[config.mk]
export PLATFORM = sky130hd
export DESIGN_NAME = vga_out
export DESIGN_NICKNAME = d
export VERILOG_FILES = /design/src/rtl/vga_out.sv
export SDC_FILE = /design/constraint.sdc
export NUM_CORES = 1
export LEC_CHECK = 0
export ABC_AREA = 1
export ABC_CLOCK_PERIOD_IN_PS = 4400
export CAP_MARGIN = 20
export CORE_AREA = 2 2 137 139
export DETAILED_ROUTE_END_ITERATION = 12
export DIE_AREA = 0 0 139 141
export PLACE_DENSITY = 0.58
export SKIP_LAST_GASP = 1
export SLEW_MARGIN = 20
export SYNTH_ARGS = -nofsm -noshare
export SYNTH_HDL_FRONTEND = slang
export SYNTH_SLANG_ARGS = --single-unit
export TNS_END_PERCENT = 10
[constraint.sdc]
create_clock -name clk -period 4.4 [get_ports clk]
set_input_delay 0.66 -clock clk [delete_from_list [all_inputs] [get_ports clk]]
set_output_delay 0.66 -clock clk [all_outputs]
set_load 0.005 [all_outputs]
[src/rtl/vga_out.sv]
// Display output stage: byte handshake into a small pixel FIFO, scanned out by a
// parameterised VGA timing generator that also emits the once-per-frame sync pulse.
module vga_out #(
  parameter int H_ACTIVE   = 640,
  parameter int H_FP       = 16,
  parameter int H_SYNC     = 96,
  parameter int H_BP       = 48,
  parameter int V_ACTIVE   = 480,
  parameter int V_FP       = 10,
  parameter int V_SYNC     = 2,
  parameter int V_BP       = 33,
  parameter int PIX_DIV    = 1,
  parameter int FIFO_DEPTH = 16
) (
  input  logic       clk,
  input  logic       rst,
  input  logic [7:0] data_i,
  input  logic       stb_i,
  output logic       ack_i,
  output logic       hsync,
  output logic       vsync,
  output logic [1:0] r,
  output logic [1:0] g,
  output logic [1:0] b,
  output logic       de,
  output logic       sync,
  output logic       underflow
);
  localparam int H_TOTAL  = H_ACTIVE + H_FP + H_SYNC + H_BP;
  localparam int V_TOTAL  = V_ACTIVE + V_FP + V_SYNC + V_BP;
  localparam int HS_START = H_ACTIVE + H_FP;
  localparam int HS_END   = HS_START + H_SYNC;
  localparam int VS_START = V_ACTIVE + V_FP;
  localparam int VS_END   = VS_START + V_SYNC;
  localparam int HW = $clog2(H_TOTAL);
  localparam int VW = $clog2(V_TOTAL);
  localparam int AW = $clog2(FIFO_DEPTH);
  localparam int CW = AW + 1;
  localparam int DW = (PIX_DIV > 1) ? $clog2(PIX_DIV) : 1;

  logic [DW-1:0] div_q, div_d;
  logic [HW-1:0] h_cnt_q, h_cnt_d;
  logic [VW-1:0] v_cnt_q, v_cnt_d;
  logic [AW-1:0] wr_ptr_q, wr_ptr_d, rd_ptr_q, rd_ptr_d;
  logic [CW-1:0] count_q, count_d;
  logic          ack_q, ack_d;
  logic          hsync_q, hsync_d, vsync_q, vsync_d;
  logic          de_q, de_d, sync_q, sync_d, underflow_q, underflow_d;
  logic [5:0]    rgb_q, rgb_d;
  logic [5:0]    mem [FIFO_DEPTH];
  logic          tick, h_wrap, v_wrap, active, push, pop;

  // Only the colour bits are stored; the low two bits of each byte are don't-care.
  logic unused_data;
  assign unused_data = ^data_i[1:0];

  always_comb begin
    tick    = (div_q == DW'(PIX_DIV - 1));
    div_d   = tick ? '0 : div_q + 1'b1;
    h_wrap  = (h_cnt_q == HW'(H_TOTAL - 1));
    v_wrap  = (v_cnt_q == VW'(V_TOTAL - 1));
    h_cnt_d = h_cnt_q;
    v_cnt_d = v_cnt_q;
    if (tick) begin
      h_cnt_d = h_wrap ? '0 : h_cnt_q + 1'b1;
      if (h_wrap) v_cnt_d = v_wrap ? '0 : v_cnt_q + 1'b1;
    end

    active = (int'(h_cnt_q) < H_ACTIVE) && (int'(v_cnt_q) < V_ACTIVE);
    push   = ack_q & stb_i;
    // Pop sees only the registered count, so a same-clock push into an empty FIFO is not poppable.
    pop    = tick & active & (count_q != '0);
    ack_d  = stb_i & ~ack_q & (count_q < CW'(FIFO_DEPTH));

    wr_ptr_d = push ? wr_ptr_q + 1'b1 : wr_ptr_q;
    rd_ptr_d = pop  ? rd_ptr_q + 1'b1 : rd_ptr_q;
    unique case ({push, pop})
      2'b10:   count_d = count_q + 1'b1;
      2'b01:   count_d = count_q - 1'b1;
      default: count_d = count_q;
    endcase

    hsync_d     = hsync_q;
    vsync_d     = vsync_q;
    de_d        = de_q;
    rgb_d       = rgb_q;
    underflow_d = underflow_q;
    if (tick) begin
      hsync_d     = !((int'(h_cnt_q) >= HS_START) && (int'(h_cnt_q) < HS_END));
      vsync_d     = !((int'(v_cnt_q) >= VS_START) && (int'(v_cnt_q) < VS_END));
      de_d        = active;
      rgb_d       = pop ? mem[rd_ptr_q] : '0;
      underflow_d = underflow_q | (active & (count_q == '0));
    end
    sync_d = tick && (h_cnt_q == '0) && (int'(v_cnt_q) == V_ACTIVE);
  end

  always_ff @(posedge clk or posedge rst) begin
    if (rst) begin
      div_q       <= '0;
      h_cnt_q     <= '0;
      v_cnt_q     <= '0;
      wr_ptr_q    <= '0;
      rd_ptr_q    <= '0;
      count_q     <= '0;
      ack_q       <= 1'b0;
      hsync_q     <= 1'b1;
      vsync_q     <= 1'b1;
      de_q        <= 1'b0;
      rgb_q       <= '0;
      sync_q      <= 1'b0;
      underflow_q <= 1'b0;
    end else begin
      div_q       <= div_d;
      h_cnt_q     <= h_cnt_d;
      v_cnt_q     <= v_cnt_d;
      wr_ptr_q    <= wr_ptr_d;
      rd_ptr_q    <= rd_ptr_d;
      count_q     <= count_d;
      ack_q       <= ack_d;
      hsync_q     <= hsync_d;
      vsync_q     <= vsync_d;
      de_q        <= de_d;
      rgb_q       <= rgb_d;
      sync_q      <= sync_d;
      underflow_q <= underflow_d;
    end
  end

  always_ff @(posedge clk) begin
    if (push) mem[wr_ptr_q] <= data_i[7:2];
  end

  assign ack_i     = ack_q;
  assign hsync     = hsync_q;
  assign vsync     = vsync_q;
  assign de        = de_q;
  assign r         = rgb_q[5:4];
  assign g         = rgb_q[3:2];
  assign b         = rgb_q[1:0];
  assign sync      = sync_q;
  assign underflow = underflow_q;
endmodule

* Yosys cells after proc, flatten, opt, wreduce, memory -nomap -nowiden
Memories as Yosys holds them, arrays and structs flattened.
Cells that the tools add are included.
** Storage, ports and cells
- Register bits :: 46
- Bits in latches :: 0
- Memory bits (writable) :: 96
- Bits in read-only memories :: 0
- Input bits :: 11
- Output and inout bits :: 12
- Logic and storage cells :: 61
- Memories kept :: 1
** Operators by class
- Add/subtract/negate cells :: 7
- $mul :: 0
- Div/mod/pow operators :: 0
- Order comparisons :: 7
- Eq/ne operators :: 5
- Shift operators :: 0
- Multiplexer cells :: 7
- Bitwise logic cells :: 9
- Reduce and logical (&&, ||, !) cells :: 12
** Memories
- mem :: depth 16, width 6, rd ports 1, clocked after memory_dff 0, write ports 1, line 50 : logic [5:0] mem [FIFO_DEPTH];
** Operators with widths (count)
- $eq A10 B10 Y1 const B :: 3
- $add A10 B1 Y10 const B :: 2
- $lt A10 B10 Y1 const B :: 2
- $lt A10 B9 Y1 const B :: 2
- $mux W10 :: 2
- $ge A10 B10 Y1 const B :: 1
- $ge A10 B9 Y1 const B :: 1
- $logic_not A10 Y1 :: 1
- $pmux W5 S2 :: 1
- $add A4 B1 Y4 const B :: 2
- $and A1 B1 Y1 :: 6
- $mux W6 :: 1
- $add A5 B1 Y5 const B :: 1
- $logic_and A1 B1 Y1 :: 5
- $logic_not A5 Y1 :: 1
- $lt A5 B5 Y1 const B :: 1
- $reduce_bool A5 Y1 :: 1
- $sub A5 B1 Y5 const B :: 1
- $mux W1 :: 3
- $eq A2 B1 Y1 const B :: 1
- $eq A2 B2 Y1 const B :: 1
- $logic_not A1 Y1 :: 2
- $not A1 Y1 :: 2
- $reduce_and A2 Y1 :: 1
- other kinds (3) :: 3

* Longest topological paths before layout
Gate-level depths: netlist of run 1.
- Word-level depth :: 6
- Gate-level depth with buffers :: 18
- Gate-level depth less buffers :: 17

* Worst setup path after synthesis of run 1
No wires, ideal clock.
- Path type :: reg-to-reg
- Start point :: register v_cnt_q[5]
- End point :: register count_q[4]
- Library setup time :: 117 ps
- Data arrival time :: 2011 ps
- Required time :: 4283 ps
- Path slack :: 2272 ps
- Cell stages (with the launch flop) :: 19
- Buffers on the path :: 1
- Period minus slack after synthesis :: 2128 ps
- Cells stage by stage :: dfrtp_1 inv_2 nor3_4 nor2_4 nand2_4 inv_2 buf_6 ha_1 nand2_1 inv_1 nor2_1 ha_1 inv_1 nand2_1 nand3_1 nand2_1 nand2_1 nand3_1 nand2_1
** Between the ends
- Cells in the longest elaborated chain, start to end :: 6
- Elaborated cells on any way between the ends :: 8
- Classes of those cells :: 1 x order compare; 2 x eq/ne; 1 x mux; 2 x bitwise; 2 x reduce/logical
** Ends and longest elaborated chain
- from (decl) :: line 43 : logic [VW-1:0] v_cnt_q, v_cnt_d;
- from (signal assigned) :: line 116 : v_cnt_q <= v_cnt_d;
- $lt A10 B9 Y1 (*) :: line 69 : active = (int'(h_cnt_q) < H_ACTIVE) && (int'(v_cnt_q) < V_ACTIVE);
- $logic_and A1 B1 Y1 (*) :: line 69
- via active :: line 51 : logic tick, h_wrap, v_wrap, active, push, pop;
- $and A1 B1 Y1 (*) (2 in series) :: line 72 : pop = tick & active & (count_q != '0);
- via pop :: line 51
- $eq A2 B1 Y1 or $eq A2 B2 Y1 (tied branches) :: line 77 : unique case ({push, pop})
- $pmux W5 S2 or $reduce_bool A2 Y1 (tied branches)
- to (signal assigned) :: line 119 : count_q <= count_d;
- to (decl) :: line 45 : logic [CW-1:0] count_q, count_d;
The timed path passes the listed nets; every way through them passes the cells marked *.
A chain may end at the register's enable or synchronous reset.

* Final worst setup path of run 1
- Start point :: register h_cnt_q[8]
- End point :: register count_q[4]
** Between the ends
- Cells in the longest elaborated chain, start to end :: 6
- Elaborated cells on any way between the ends :: 8
- Classes of those cells :: 1 x order compare; 2 x eq/ne; 1 x mux; 2 x bitwise; 2 x reduce/logical
** Ends and longest elaborated chain
- from (decl) :: line 42 : logic [HW-1:0] h_cnt_q, h_cnt_d;
- from (signal assigned) :: line 115 : h_cnt_q <= h_cnt_d;
- $lt A10 B10 Y1 (*) :: line 69
- $logic_and A1 B1 Y1 (*) :: line 69
- via active :: line 51
- $and A1 B1 Y1 (*) (2 in series) :: line 72
- $eq A2 B1 Y1 or $eq A2 B2 Y1 (tied branches) :: line 77
- $pmux W5 S2 or $reduce_bool A2 Y1 (tied branches)
Marks and branches as above.

==> results of run 1 <==
[worst max path at each step]
stage                       to  startpoint  depth (start not counted)
detailed placement  count_q[4]       stb_i                         14
floorplan           count_q[4]  v_cnt_q[5]                         18
finish              count_q[4]  h_cnt_q[8]                         16
CTS                 count_q[4]  h_cnt_q[8]                         16
global placement    count_q[4]       stb_i                         14
global route        count_q[4]  h_cnt_q[7]                         16
[per-layer routing]
metal / vias up / wire length (um) / share of wire, %
li1: 2068 / - / -
met1: 2038 / 5680 / 44
met2: 67 / 6674 / 51
met3: 12 / 489 / 3.8
met4: 0 / 123 / 0.95
met5: - / 0 / 0
[logic make-up (layout without fill, tap and decap cells)]
kind of cell | count (synthesis) | count (layout) | share of synthesized area [%]
buffers and inverters | 68 | 102 | 4.815
AND/OR/NAND/NOR | 339 | 339 | 23.48
AO/OA/AOI/OAI | 29 | 29 | 2.528
flip-flops | 141 | 141 | 64.33
adder cells (fa/ha/maj) | 13 | 13 | 2.608
XOR/XNOR | 16 | 16 | 2.247
[state kept, by name, summed over array words and instances (netlist names)]
signal / count
mem: 96
h_cnt_q: 10
v_cnt_q: 10
rgb_q: 6
count_q: 5
rd_ptr_q: 4
wr_ptr_q: 4
ack_i: 1
de: 1
hsync: 1
sync: 1
underflow: 1
vsync: 1
[power breakdown]
group          total, mW  internal (mW)  switching [mW]
Combinational       1.21          0.421           0.785
Clock               1.29          0.758           0.533
Sequential          1.65           1.55          0.0990
[layout by cell type (no fill, tap or decap), drive strengths merged, types with 4 or more instances in the layout]
master         Yosys  layout
a21oi             14      14
nor2              53      53
ha                13      13
inv               47      48
o21ai             13      13
clkbuf             3      21
clkdlybuf4s50      0      20
nand3             85      85
nand4              6       6
xor2              14      14
nand2            182     182
nor3               8       8
dfrtp             43      43
clkinv             1       7
edfxtp            96      96
clkinvlp           0       4
[final cells by class]
type,count,area [um^2]
clock buffer,21,470.5
clock inverter,11,67.56
fill,1781,11110
inverter,48,180.2
multi-input combinational,397,1924
sequential,141,4011
tap,234,292.8
timing repair buffer,22,215.2
[through the flow]
| stage | utilization (%) | worst slack [ps] | cell area [um^2] | hold WS [ps] | cells |
|---|---|---|---|---|---|
| finish | 39.21 | 1927 | 7162 | 454.5 | 874 |
| global route | 39.21 | 1674 | 7162 | 475.2 | 874 |
| CTS | 39.21 | 1932 | 7162 | 463.2 | 874 |
| detailed placement | 36.26 | 1744 | 6624 | 451.2 | 842 |
| global placement | 36.26 | 1769 | 6624 | 447.0 | 842 |
| floorplan | - | 2272 | 6236 | 448.9 | 606 |
==> flow_summary.ini, run 1 <==
[run_status]
status = finished, final reports clean

[timing]
rsz0062_at_grt = false
min_period_over_period_pct = 56.20
min_period_ps = 2473
slew_headroom_pct = 35.89
worst_slew_pin_slew_ps = 960.3
max_freq_mhz = 404.4
report.final.setup_viol = 0
final_hold_viol_count = 0
finalMaxSlewViolations = 0
tns_ps = 0
finClkSkew_ps = 11.91

[clocking]
cts.path.max_buffers = 2
clock-root-buffer = clkbuf_16
ctsHtreeMaxLevel = 4
clock_sinks = 141
clkTransAtPathRegs_ps = 60
cts_resized = 0
cts_tree = built
clock_latency_ps = 420
cts_hold_repair.buffers = 0
post_cts_buffers = 0
cts_inserted_buffers = 17

[setup_path]
critical_path.cell_chain = nand2_1 -> nand3_2 -> nor2_4 -> nand2_4 -> inv_2 -> ha_1 -> nor2_1 -> nor2_1 -> ha_1 -> inv_1 -> nand2_1 -> nand3_1 -> nand2_1 -> nand2_1 -> nand3_1 -> nand2_1
worstSetupEndpointType = flop
r2r-end = count_q[4]
path_max_fanout = 12
r2r_start = h_cnt_q[8]
crit_path_frequent_cell = nand2_1
crit_type = reg2reg
crit_required_ps = 4710
reg2reg_depth = 16
startpoint_type = flop
rrSetupSlack_ps = 1930
max_stage_delay_ps = 420
worstPathBufferInverterCount = 2
crit_arrival_ps = 2780
cp_top_family = simple AND/OR/NAND/NOR gates
slowest_stage = dfrtp_1

[global_route]
grt_max_degree = 52
antenna_found_initial = 0
gr-usage-met1_pct = 16.66
grt-ovfl-total = 0
grt_pass1_wl_um = 20980
grt_pass1_vias = 4177
use_met3_pct = 3.533
use_met2_pct = 24.19
grt_busiest_layer = met2
track_usage_pct = 13.95

[synth]
synth.largest_area_cell = edfxtp_1
synth_commonest_cells = nand2_1, edfxtp_1, nand3_1, nor2_1
syn_nets = 630
synth_cell_type_count = 32
netlist_top_cells_area = edfxtp_1, dfrtp_1, nand2_1
ys_async_sr_fraction_pct = 31.91
ys.warnings.count = 0
synth_edf_count = 96
yosysSeqAreaShare_pct = 64.33
ys.flop_type = edfxtp_1
syn_avg_cell_area_um2 = 10.29
synth_top_area_share_pct = 46.23
synth-seq-cells = 141
synth_cells = 606
yosysMostFrequentCell = nand2_1
synth_area_um2 = 6236

[floorplan]
core_region_area_um2 = 18270
io_pins = 23
start_util_pct = 34.14
die_x_um = 139
die_h_um = 141
fp-row-count = 50
dieArea_um2 = 19600

[layout]
drive_above_1_share_pct = 7.656
antennaDiodeCount = 0
syn_to_final_growth_pct = 14.85
final_nets = 651

[power]
p_leak_nw = 2.904
power_mw = 4.144
peakVddDrop_v = 0.0005166
power_density_nw_per_um2 = 578.6

[worst_hold_path]
min_to = ack_i
min-delay-start = ack_i
hold_class = reg2reg
worst_hold_path.num_cells = 1

[placed_design]
gp_congestion = 0.8586
place_hpwl_um = 8329
port_buffers = 20

[routing]
via_count = 4185
dr.pass1.iters = 5
routed_wl_um = 12970
drc = 0
wl_per_cell_um = 14.84
viasPerCell = 4.788
drt-initial-drc-count = 219
ant_nets = 0

[job]
drv_cap = 0
Note: power is estimated with default switching activity, not from simulation.
==> inputs of run 2 (changes only) <==
--- a/config.mk
+++ b/config.mk
@@ -6,7 +6,7 @@
 export NUM_CORES = 1
 export LEC_CHECK = 0
 export ABC_AREA = 1
-export ABC_CLOCK_PERIOD_IN_PS = 4400
+export ABC_CLOCK_PERIOD_IN_PS = 2500
 export CAP_MARGIN = 20
 export CORE_AREA = 2 2 137 139
 export DETAILED_ROUTE_END_ITERATION = 12
==> constraint.sdc (replaced) <==
create_clock -name clk -period 2.5 [get_ports clk]
set_input_delay 0.375 -clock clk [delete_from_list [all_inputs] [get_ports clk]]
set_output_delay 0.375 -clock clk [all_outputs]
set_load 0.005 [all_outputs]
==> flow_summary.ini, run 2 (same netlist as run 1, synthesis figures left out) <==
[run_status]
status = finished, final reports clean

[power]
p_leak_nw = 3.039
pwr-share-clk_pct = 35.0
swShare_pct = 32.63
peakVddDrop_v = 0.0006179
share_comb_of_total_power_pct = 28.0
power.share.sequential_pct = 36.9
power_density_nw_per_um2 = 1059
internal_power_mw = 5.288
power_switching_mw = 2.561

[routing]
dr.pass1.iters = 6
ant_nets = 0
routed_wl_um = 13340
wl_per_cell_um = 14.97
viasPerCell = 4.797
drc = 0
drt-initial-drc-count = 266
via_count = 4274

[placed_design]
place_ws_ps = 117.7
place_hpwl_um = 8782
gp_congestion = 0.8726
port_buffers = 20
dpl.cell_count = 859

[clocking]
clock_sinks = 141
cts_tree = built
cts_inserted_buffers = 17
clock_latency_ps = 420
cts.path.max_buffers = 2
ctsHtreeMaxLevel = 4
clkTransAtPathRegs_ps = 60
post_cts_buffers = 0
clock-root-buffer = clkbuf_16

[setup_path]
startpoint_type = flop
crit_required_ps = 2800
max_stage_delay_ps = 420
path_max_fanout = 6
crit_path_frequent_cell = nand2_1
critical_path.cell_chain = nor3_1 -> nand3_1 -> nand2_4 -> inv_2 -> ha_2 -> nand2_1 -> inv_1 -> nor2_1 -> ha_1 -> inv_1 -> nand2_1 -> nand3_1 -> nand2_1 -> nand2_1 -> nand3_1 -> nand2_1
crit_arrival_ps = 2540
slowest_stage = dfrtp_1
worstSetupEndpointType = flop
crit_type = reg2reg

[layout]
reg.largest.list = mem: 96 flops, h_cnt_q: 10 flops, v_cnt_q: 10 flops
multiInputGateArea_um2 = 1927
drive_above_1_share_pct = 10.20
final_cell_mix = nand2_1, edfxtp_1, nand3_1
antennaDiodeCount = 0
regArea_um2 = 4013
syn_to_final_growth_pct = 18.86
utilization_pct = 40.58
stdcell_count = 891
top_register = mem
fillers = 1781
largest_reg_flops = 96
final_nets = 668
final_common_cell = nand2_1

[floorplan]
io_pins = 23
dieArea_um2 = 19600
die_h_um = 141
start_util_pct = 34.14
fp-row-count = 50
core_region_area_um2 = 18270
die_x_um = 139

[global_route]
grt_pass1_vias = 4335
grt_pass1_wl_um = 22650
grt_max_degree = 51
antenna_found_initial = 0
grt-ovfl-total = 0
track_usage_pct = 14.60

[timing]
slew_headroom_pct = 45.60
min_period_ps = 2244
worst_slew_pin_slew_ps = 813.5
final_hold_viol_count = 0
tns_ps = 0
finClkSkew_ps = 6.515
max_freq_mhz = 445.7
hold_ws_ps = 276.3
min_period_over_period_pct = 89.75
rsz0062_at_grt = false
report.final.setup_viol = 0
finalMaxSlewViolations = 0
setup_slack_ps = 256.2

[worst_hold_path]
hold_class = in2async

[job]
drv_cap = 0
run 2: repair_timing:
item / CTS / global route
resized for setup: 0 / 2
endpoints found under the setup margin: 0 / 2
hold buffers: 0 / 0
run 2: path summary, 6_finish.rpt:
path	endpoint	slack, ps	start	cells after the start
max	count_q[4]	260	count_q[4]	16
min reg2reg	ack_i	460	ack_i	1
min in group clk	ack_i	460	ack_i	1
min	h_cnt_q[6]	280	rst	2
max in group asynchronous	vsync	1650	rst	3
max reg2reg	count_q[4]	260	count_q[4]	16
run 2: final cells by class:
type	count	share of cell area (%)
Clock buffer	19	5.841
Clock inverter	13	2.853
Inverter	48	2.431
Multi-Input combinational cell	397	26.00
Sequential cell	141	54.14
Tap cell	234	3.950
Timing Repair Buffer	39	4.794
run 2: worst max-delay path: cells and delay by family (launching register included):
family	cells	cell delay, ps
AND/OR/NAND/NOR	11	1170
flip-flops	1	420
adder cells (fa/ha/maj)	2	390
buffers and inverters	3	140
run 2: per-layer routing:
layer / track usage, % / wire length (um) / vias to the layer above
li1: - / - / 2099
met1: 19.12 / 6107 / 2064
met2: 24.47 / 6571 / 93
met3: 2.921 / 465 / 18
met4: 4.838 / 195 / 0
met5: 0 / 0 / -
run 2: power by group through the flow:
stage / combinational [mW] / clock [mW] / sequential, mW
floorplan: 1.61 / 0 / 2.89
global placement: 2.15 / 0 / 2.93
detailed placement: 2.19 / 0 / 2.94
CTS: 2.21 / 2.79 / 2.90
global route: 2.51 / 2.92 / 2.93
finish: 2.20 / 2.75 / 2.90
run 2: metrics by stage:
| step | cell area, um^2 | power, mW |
|---|---|---|
| after floorplan | 6236 | 4.496 |
| after global placement | 6764 | 5.084 |
| after detailed placement | 6764 | 5.136 |
| after CTS | 7408 | 7.904 |
| after global routing | 7412 | 8.354 |
| final | 7412 | 7.849 |
==> inputs of run 3 (changes only) <==
--- a/config.mk
+++ b/config.mk
@@ -6,7 +6,6 @@
 export NUM_CORES = 1
 export LEC_CHECK = 0
 export ABC_AREA = 1
-export ABC_CLOCK_PERIOD_IN_PS = 2500
 export CAP_MARGIN = 20
 export CORE_AREA = 2 2 137 139
 export DETAILED_ROUTE_END_ITERATION = 12
==> results of run 3 <==
No change in the layout: final DEF, timing and power equal those of run 2.
